### src/rtl/ray_sched_pkg.sv
// Shared types for the ray scheduler.
//   FP_W / VEC3_W   : fixed-point scalar and 3-vector widths used on the ray unit interface
//   PIX_COORD_W     : width of the output pixel column/row tags
//   sched_state_t   : frame controller states
//   pix_result_t    : one ray result as stored in the result FIFO
package ray_sched_pkg;

  localparam int unsigned FP_W        = 32;
  localparam int unsigned VEC3_W      = 3 * FP_W;
  localparam int unsigned PIX_COORD_W = 16;

  typedef enum logic [1:0] {
    ST_IDLE  = 2'd0,
    ST_ISSUE = 2'd1,
    ST_DRAIN = 2'd2,
    ST_DONE  = 2'd3
  } sched_state_t;

  typedef struct packed {
    logic [VEC3_W-1:0] point;
    logic              hit;
  } pix_result_t;

endpackage

### src/rtl/ray_result_fifo.sv
// Show-ahead result FIFO between the ray unit and the framebuffer writer.
//   clk, rst_n   : clock, asynchronous active-low reset
//   wr_i         : push wr_data_i (a write while full is only legal with a read)
//   rd_i         : pop the head entry; ignored when empty
//   empty_o      : FIFO holds no entries
//   rd_data_o    : head entry, valid whenever !empty_o
// DEPTH must be a power of two, at least 2.
module ray_result_fifo
  import ray_sched_pkg::*;
#(
  parameter int unsigned DEPTH = 16
) (
  input  logic        clk,
  input  logic        rst_n,
  input  logic        wr_i,
  input  pix_result_t wr_data_i,
  input  logic        rd_i,
  output logic        empty_o,
  output pix_result_t rd_data_o
);

  localparam int unsigned AW = $clog2(DEPTH);
  localparam int unsigned CW = AW + 1;

  pix_result_t       mem_q [DEPTH];
  logic [AW-1:0]     wr_ptr_q, rd_ptr_q;
  logic [CW-1:0]     count_q;
  logic              full;
  logic              rd_en;
  logic              wr_en;

  assign empty_o   = (count_q == '0);
  assign full      = (count_q == CW'(DEPTH));
  assign rd_en     = rd_i && !empty_o;
  assign wr_en     = wr_i && (!full || rd_en);
  assign rd_data_o = mem_q[rd_ptr_q];

  // Storage is reset so the head payload reads zero out of reset.
  always_ff @(posedge clk or negedge rst_n) begin
    if (!rst_n) begin
      mem_q    <= '{default: '0};
      wr_ptr_q <= '0;
      rd_ptr_q <= '0;
      count_q  <= '0;
    end else begin
      if (wr_en) begin
        mem_q[wr_ptr_q] <= wr_data_i;
        wr_ptr_q        <= wr_ptr_q + AW'(1);
      end
      if (rd_en) begin
        rd_ptr_q <= rd_ptr_q + AW'(1);
      end
      count_q <= count_q + CW'(wr_en) - CW'(rd_en);
    end
  end

  // Credits upstream bound occupancy; a push into a full FIFO without a pop is a bug.
  always_ff @(posedge clk) begin
    if (rst_n) begin
      assert (!(wr_i && full && !rd_en));
    end
  end

endmodule

### src/rtl/ray_scheduler.sv
// Frame-level ray scheduler: sweeps an H_RES x V_RES grid issuing one screen
// coordinate per cycle to the ray unit under an in-flight credit limit, then
// streams the in-order results to a valid/ready framebuffer writer.
// Ports:
//   clk, rst_n                     : clock, asynchronous active-low reset
//   start                          : begin a frame when idle
//   x_start, y_start, x_step, y_step : grid origin and increments, latched on start
//   busy, frame_done               : frame in progress / one-cycle completion pulse
//   ru_valid_in, ru_screen_x/y     : ray issue to the ray unit
//   ru_valid_out, ru_point, ru_hit : in-order ray results
//   pix_valid, pix_ready, pix_x, pix_y, pix_point, pix_hit : pixel output stream
// Build option RAY_SCHED_PERF_EN adds perf_cycles (busy cycles) and perf_stall
// (ISSUE cycles blocked by credits), both cleared on an accepted start.
module ray_scheduler
  import ray_sched_pkg::*;
#(
  parameter int unsigned H_RES        = 640,
  parameter int unsigned V_RES        = 480,
  parameter int unsigned MAX_INFLIGHT = 16
) (
  input  logic                   clk,
  input  logic                   rst_n,
  input  logic                   start,
  input  logic [FP_W-1:0]        x_start,
  input  logic [FP_W-1:0]        y_start,
  input  logic [FP_W-1:0]        x_step,
  input  logic [FP_W-1:0]        y_step,
  output logic                   busy,
  output logic                   frame_done,
  output logic                   ru_valid_in,
  output logic [FP_W-1:0]        ru_screen_x,
  output logic [FP_W-1:0]        ru_screen_y,
  input  logic                   ru_valid_out,
  input  logic [VEC3_W-1:0]      ru_point,
  input  logic                   ru_hit,
  output logic                   pix_valid,
  input  logic                   pix_ready,
  output logic [PIX_COORD_W-1:0] pix_x,
  output logic [PIX_COORD_W-1:0] pix_y,
  output logic [VEC3_W-1:0]      pix_point,
  output logic                   pix_hit
`ifdef RAY_SCHED_PERF_EN
  ,
  output logic [31:0]            perf_cycles,
  output logic [31:0]            perf_stall
`endif
);

  localparam int unsigned IW = $clog2(MAX_INFLIGHT) + 1;
  localparam logic [PIX_COORD_W-1:0] COL_LAST = PIX_COORD_W'(H_RES - 1);
  localparam logic [PIX_COORD_W-1:0] ROW_LAST = PIX_COORD_W'(V_RES - 1);

  sched_state_t           state_q, state_d;
  logic [FP_W-1:0]        x0_q, x0_d, dx_q, dx_d, dy_q, dy_d;
  logic [FP_W-1:0]        cur_x_q, cur_x_d, cur_y_q, cur_y_d;
  logic [PIX_COORD_W-1:0] col_q, col_d, row_q, row_d;
  logic [PIX_COORD_W-1:0] rcol_q, rcol_d, rrow_q, rrow_d;
  logic [IW-1:0]          inflight_q, inflight_d;
  logic                   issue_q, issue_d;
  logic                   busy_q, busy_d;
  logic                   done_q, done_d;

  pix_result_t            fifo_wdata, fifo_rdata;
  logic                   fifo_empty;
  logic                   pix_fire;

  assign fifo_wdata.point = ru_point;
  assign fifo_wdata.hit   = ru_hit;
  assign pix_valid        = !fifo_empty;
  assign pix_fire         = pix_valid && pix_ready;

  ray_result_fifo #(
    .DEPTH (MAX_INFLIGHT)
  ) u_fifo (
    .clk       (clk),
    .rst_n     (rst_n),
    .wr_i      (ru_valid_out),
    .wr_data_i (fifo_wdata),
    .rd_i      (pix_ready),
    .empty_o   (fifo_empty),
    .rd_data_o (fifo_rdata)
  );

  // Next-state: issue/result counters, credits and frame FSM.
  always_comb begin
    state_d    = state_q;
    x0_d       = x0_q;
    dx_d       = dx_q;
    dy_d       = dy_q;
    cur_x_d    = cur_x_q;
    cur_y_d    = cur_y_q;
    col_d      = col_q;
    row_d      = row_q;
    rcol_d     = rcol_q;
    rrow_d     = rrow_q;
    inflight_d = inflight_q + IW'(issue_q) - IW'(pix_fire);

    // issue_q is the ray presented this cycle; advance to the next grid point.
    if (issue_q) begin
      if (col_q == COL_LAST) begin
        col_d   = '0;
        cur_x_d = x0_q;
        cur_y_d = cur_y_q + dy_q;
        row_d   = (row_q == ROW_LAST) ? '0 : row_q + PIX_COORD_W'(1);
      end else begin
        col_d   = col_q + PIX_COORD_W'(1);
        cur_x_d = cur_x_q + dx_q;
      end
    end

    if (pix_fire) begin
      if (rcol_q == COL_LAST) begin
        rcol_d = '0;
        rrow_d = (rrow_q == ROW_LAST) ? '0 : rrow_q + PIX_COORD_W'(1);
      end else begin
        rcol_d = rcol_q + PIX_COORD_W'(1);
      end
    end

    case (state_q)
      ST_IDLE: begin
        if (start) begin
          state_d    = ST_ISSUE;
          x0_d       = x_start;
          dx_d       = x_step;
          dy_d       = y_step;
          cur_x_d    = x_start;
          cur_y_d    = y_start;
          col_d      = '0;
          row_d      = '0;
          rcol_d     = '0;
          rrow_d     = '0;
          inflight_d = '0;
        end
      end
      ST_ISSUE: begin
        if (issue_q && (col_q == COL_LAST) && (row_q == ROW_LAST)) begin
          state_d = ST_DRAIN;
        end
      end
      ST_DRAIN: begin
        if (inflight_q == '0) begin
          state_d = ST_DONE;
        end
      end
      ST_DONE: begin
        state_d = ST_IDLE;
      end
      default: begin
        state_d = ST_IDLE;
      end
    endcase

    // Registered issue strobe: decided from next cycle's state and credits.
    issue_d = (state_d == ST_ISSUE) && (inflight_d < IW'(MAX_INFLIGHT));
    busy_d  = (state_d == ST_ISSUE) || (state_d == ST_DRAIN);
    done_d  = (state_d == ST_DONE);
  end

  always_ff @(posedge clk or negedge rst_n) begin
    if (!rst_n) begin
      state_q    <= ST_IDLE;
      x0_q       <= '0;
      dx_q       <= '0;
      dy_q       <= '0;
      cur_x_q    <= '0;
      cur_y_q    <= '0;
      col_q      <= '0;
      row_q      <= '0;
      rcol_q     <= '0;
      rrow_q     <= '0;
      inflight_q <= '0;
      issue_q    <= 1'b0;
      busy_q     <= 1'b0;
      done_q     <= 1'b0;
    end else begin
      state_q    <= state_d;
      x0_q       <= x0_d;
      dx_q       <= dx_d;
      dy_q       <= dy_d;
      cur_x_q    <= cur_x_d;
      cur_y_q    <= cur_y_d;
      col_q      <= col_d;
      row_q      <= row_d;
      rcol_q     <= rcol_d;
      rrow_q     <= rrow_d;
      inflight_q <= inflight_d;
      issue_q    <= issue_d;
      busy_q     <= busy_d;
      done_q     <= done_d;
    end
  end

  assign busy        = busy_q;
  assign frame_done  = done_q;
  assign ru_valid_in = issue_q;
  assign ru_screen_x = cur_x_q;
  assign ru_screen_y = cur_y_q;
  assign pix_x       = rcol_q;
  assign pix_y       = rrow_q;
  assign pix_point   = fifo_rdata.point;
  assign pix_hit     = fifo_rdata.hit;

`ifdef RAY_SCHED_PERF_EN
  logic [31:0] perf_cycles_q, perf_cycles_d;
  logic [31:0] perf_stall_q, perf_stall_d;

  // In ISSUE a cycle without an issue strobe can only be a credit stall.
  always_comb begin
    perf_cycles_d = perf_cycles_q + 32'(busy_q);
    perf_stall_d  = perf_stall_q + 32'((state_q == ST_ISSUE) && !issue_q);
    if ((state_q == ST_IDLE) && start) begin
      perf_cycles_d = '0;
      perf_stall_d  = '0;
    end
  end

  always_ff @(posedge clk or negedge rst_n) begin
    if (!rst_n) begin
      perf_cycles_q <= '0;
      perf_stall_q  <= '0;
    end else begin
      perf_cycles_q <= perf_cycles_d;
      perf_stall_q  <= perf_stall_d;
    end
  end

  assign perf_cycles = perf_cycles_q;
  assign perf_stall  = perf_stall_q;
`endif

endmodule

### config.mk
export PLATFORM = sky130hd
export DESIGN_NAME = ray_scheduler
export DESIGN_NICKNAME = d
export VERILOG_FILES = /design/src/rtl/ray_sched_pkg.sv /design/src/rtl/ray_result_fifo.sv /design/src/rtl/ray_scheduler.sv
export SDC_FILE = /design/constraint.sdc
export NUM_CORES = 2
export LEC_CHECK = 0
export CAP_MARGIN = 20
export CELL_PAD_IN_SITES_DETAIL_PLACEMENT = 1
export CELL_PAD_IN_SITES_GLOBAL_PLACEMENT = 1
export CORE_AREA = 2 2 437 439
export DETAILED_ROUTE_END_ITERATION = 6
export DIE_AREA = 0 0 439 441
export PLACE_DENSITY = 0.82
export SYNTH_ARGS = -nofsm -noshare
export SYNTH_HDL_FRONTEND = slang
export SYNTH_HIERARCHICAL = 1
export SYNTH_SLANG_ARGS = --single-unit
export TNS_END_PERCENT = 5
### constraint.sdc
create_clock -name clk -period 3.4 [get_ports clk]
set_clock_uncertainty 0.15 [all_clocks]
set_input_delay 0.34 -clock clk [delete_from_list [all_inputs] [get_ports clk]]
set_output_delay 0.34 -clock clk [all_outputs]
set_load 0.005 [all_outputs]
==> results.md <==
* Power share of the combinational group at between 40% and 50%
* Cts bufs inserted at ~190
* Final Hold Violating Endpoints at 4
* #FFs+latches synth at about 1800
* HP Class: in -> async
* DP Cell Count at approximately 9000
* Seq/Total Area, Yosys at approximately 53%
* Switch Pwr at just over 40000 uW
* Setup TNS at -13.25 ns
* Antenna viol nets, final at 0
* Slew margin rel. at between 20% and 30%
* CP max FO at 8
* Clk buf depth at 3
* Final period util at 112%
* Clock Latency Late Sink at roughly 0.86 ns
* Yosys warning count at 6
* Number of synthesized flops with an enable pin at 0
* Failing checks: DRC, hold timing, setup timing
* Core Region at between 150000 and 200000 um^2
* Die area at 194000 um^2
* Placement Rows at 160
* Largest net degree at the start of global routing at ~100
* Leakage power at between 0.04 and 0.05 uW
* Clock sinks at between 1500 and 2000
* Initial Utilization at roughly 45%
* Area Growth Syn to Fin at 23.1%
* Root buf cell: clkbuf_16
* Synth async-reset ratio at 100%
* Post-Syn Instances at around 6300
* Sequential cell area at approximately 45000 um^2
* Vias in the first global route at around 68000
* Fillers at 17900
* Syn avg cell area at between 10 and 15 um^2
* Routability Congestion at between 0.8 and 0.9
* Final Non-Filler Cells at roughly 9600
* Die Ht at between 400 and 500 um
* Synthesized Nets at between 6000 and 7000
* CTS tree: yes
* Max VDD drop at ~0.64 mV
* DRT Pass-1 Iters at 7
* Ys flop type: dfrtp_1
* CP arrival at around 3.3 ns
* 1st-iter DRT viols at ~5200
* Final core occ at 55.1%
* Final WS setup at -0.411 ns
* Sw Share at between 30% and 40%
* Tmin final at 3.81 ns
* Routed vias at 60600
* Design area at ~100000 um^2
* Hpwl dp at 151 mm
* PwrDens at just over 1000 nW/um^2
* Startpoint Class: flop
* Hold_ws at -0.0168 ns
* Critical path endpoint category: output port
* Dpl cell area at ~90000 um^2
* Wire per inst at ~33 um
* CP required at a little under 3 ns
* Synth cell types at 85
* I/O Pins at ~430
* Kind of critical path: reg -> out
* Buffers on Ports at roughly 430
* Clk pwr share at 20.7%
* Post-Route WL at ~320 mm
* Max Freq at 0.262 GHz
* Post-DR vias/cell at 6.33
* Setup WS pre-CTS at around 0.024 ns
* Share of layout cells above drive strength 1 at between 30% and 40%
* Slew Limit Fails at 0
* Unrepaired setup endpoints after global routing: yes
* Antenna violations before repair at 44
* # setup viols final at 90
* Die width at 439 um
* Htree depth at 4
* Int Power at 66500 uW
* Mapped Area at between 80000 and 90000 um^2
* Tightest Pin Transition at about 1.1 ns
* Nets at a little over 7000
* DRC Markers at 2
* Sequential power share at between 30% and 40%
* First-pass GRT wire length at 456 mm
* Global Route Usage Sum at 31.2%
* Clock slew at reported path FFs at about 0.070 ns
* Max_cap viols at 0
* Area occupied by multi-input gates at just under 40000 um^2
* GR Overflow Total at 0
* Status: finished, violations left
final cells by class:
| cell class | count | share of cell area [%] |
|---|---|---|
| Tap cell | 2511 | 3.01 |
| Inverter | 36 | 0.134 |
| Clock inverter | 60 | 0.873 |
| Antenna cell | 34 | 0.0816 |
| Timing Repair Buffer | 873 | 9.84 |
| Clock buffer | 283 | 5.39 |
| Sequential cell | 1799 | 43.2 |
| Multi-Input combinational cell | 3975 | 37.5 |
sequential cells by signal, summed over array words and instances (netlist names):
signal           flops
inflight_q           5
u_fifo/mem_q      1552
pix_y               16
u_fifo/rd_ptr_q      4
row_q               16
state_q              2
frame_done           1
pix_x               16
busy                 1
u_fifo/count_q       5
x0_q                32
dy_q                32
dx_q                32
u_fifo/wr_ptr_q      4
ru_valid_in          1
ru_screen_x         32
col_q               16
ru_screen_y         32
logic make-up after synthesis:
group / after synthesis / synth area share (%)
adder cells (fa/ha/maj): 89 / 1.35
buffers and inverters: 543 / 3.06
AND/OR/NAND/NOR: 883 / 4.73
XOR/XNOR: 103 / 1.07
AO/OA/AOI/OAI: 753 / 6.12
multiplexers: 2146 / 30.5
flip-flops: 1799 / 53.2
cell usage after synthesis, drive strengths merged (49+ instances only):
cell type / instances / area, um^2
nand2: 522 / 1960
mux2: 1554 / 17500
o21ai: 198 / 991
clkbuf: 246 / 925
a221oi: 195 / 1710
dfrtp: 1799 / 45000
a22oi: 107 / 803
a21oi: 114 / 574
nor2: 138 / 521
buf: 261 / 1530
xor2: 54 / 473
xnor2: 49 / 429
mux2i: 398 / 3980
nand3: 53 / 400
ha: 85 / 1060
mux4: 194 / 4370
repair_timing:
item | in CTS | in global routing
setup endpoints to repair | 97 | 102
hold endpoints to repair | 1027 | 0
setup buffers | 88 | 17
hold buffers | 120 | 0
pin swaps | 284 | 80
gates cloned | 38 | 1
gates resized for setup | 748 | 81
path summary, 6_finish.rpt:
kind	from	end	slack, ns	cells after the start
worst min-delay path	rst_n	u_fifo/mem_q[181]$_DFFE_PN0P_	-0.02	2
min in group clk	y_start[21]	ru_screen_y[21]$_DFF_PN0_	0.08	3
worst min register to register	x0_q[23]$_DFFE_PN0P_	x0_q[23]$_DFFE_PN0P_	0.31	2
worst max register to register	u_fifo/count_q[2]$_DFF_PN0_	ru_valid_in$_DFF_PN0_	0.10	16
worst max-delay path	u_fifo/rd_ptr_q[0]$_DFFE_PN0P_	pix_point[56]	-0.41	9
max in group asynchronous	rst_n	u_fifo/mem_q[1024]$_DFFE_PN0P_	1.64	4
layout by cell type, fill, tap and decap left out, drive strengths merged, types with 114 or more instances in the layout:
cell           count
mux2            1554
mux2i            398
a221oi           195
o21ai            198
dfrtp           1799
a21oi            114
mux4             194
clkdlybuf4s50    329
nor2             138
nand2            522
dlygate4sd3      120
clkbuf           288
buf              366
metrics by stage:
stage / hold slack, ns / power (uW)
2_1_floorplan: -0.106 / 58400
3_3_place_gp: 0.279 / 70900
3_5_place_dp: 0.287 / 73600
4_1_cts: 0.00274 / 103000
5_1_grt: 0.0181 / 111000
6_report: -0.0168 / 108000
critical path, cell delays in order, from the launching register on:
cell and delay (ns):
dfrtp_4 0.47, buf_12 0.16, buf_16 0.17, buf_16 0.17, buf_12 0.14, buf_4 0.16
mux4_2 0.57, a22oi_2 0.23, nand2_2 0.19, buf_2 0.19
layer usage:
metal	GRT usage [%]	routed length [um]	share of wire [%]
met2	53.5	158000	50
met3	5.87	20900	6.6
met4	19.8	20500	6.5
met1	36.0	116000	37
met5	0	138	0.044
power by group through the flow:
stage | clock (uW) | combinational, uW | sequential (uW)
after floorplan | 0 | 24500 | 33900
after global placement | 0 | 36000 | 34800
after detailed placement | 0 | 37600 | 35900
after CTS | 22100 | 44700 | 36100
after global routing | 23300 | 49300 | 38100
final | 22300 | 47800 | 37500
Note: power is estimated with default switching activity, not from simulation.
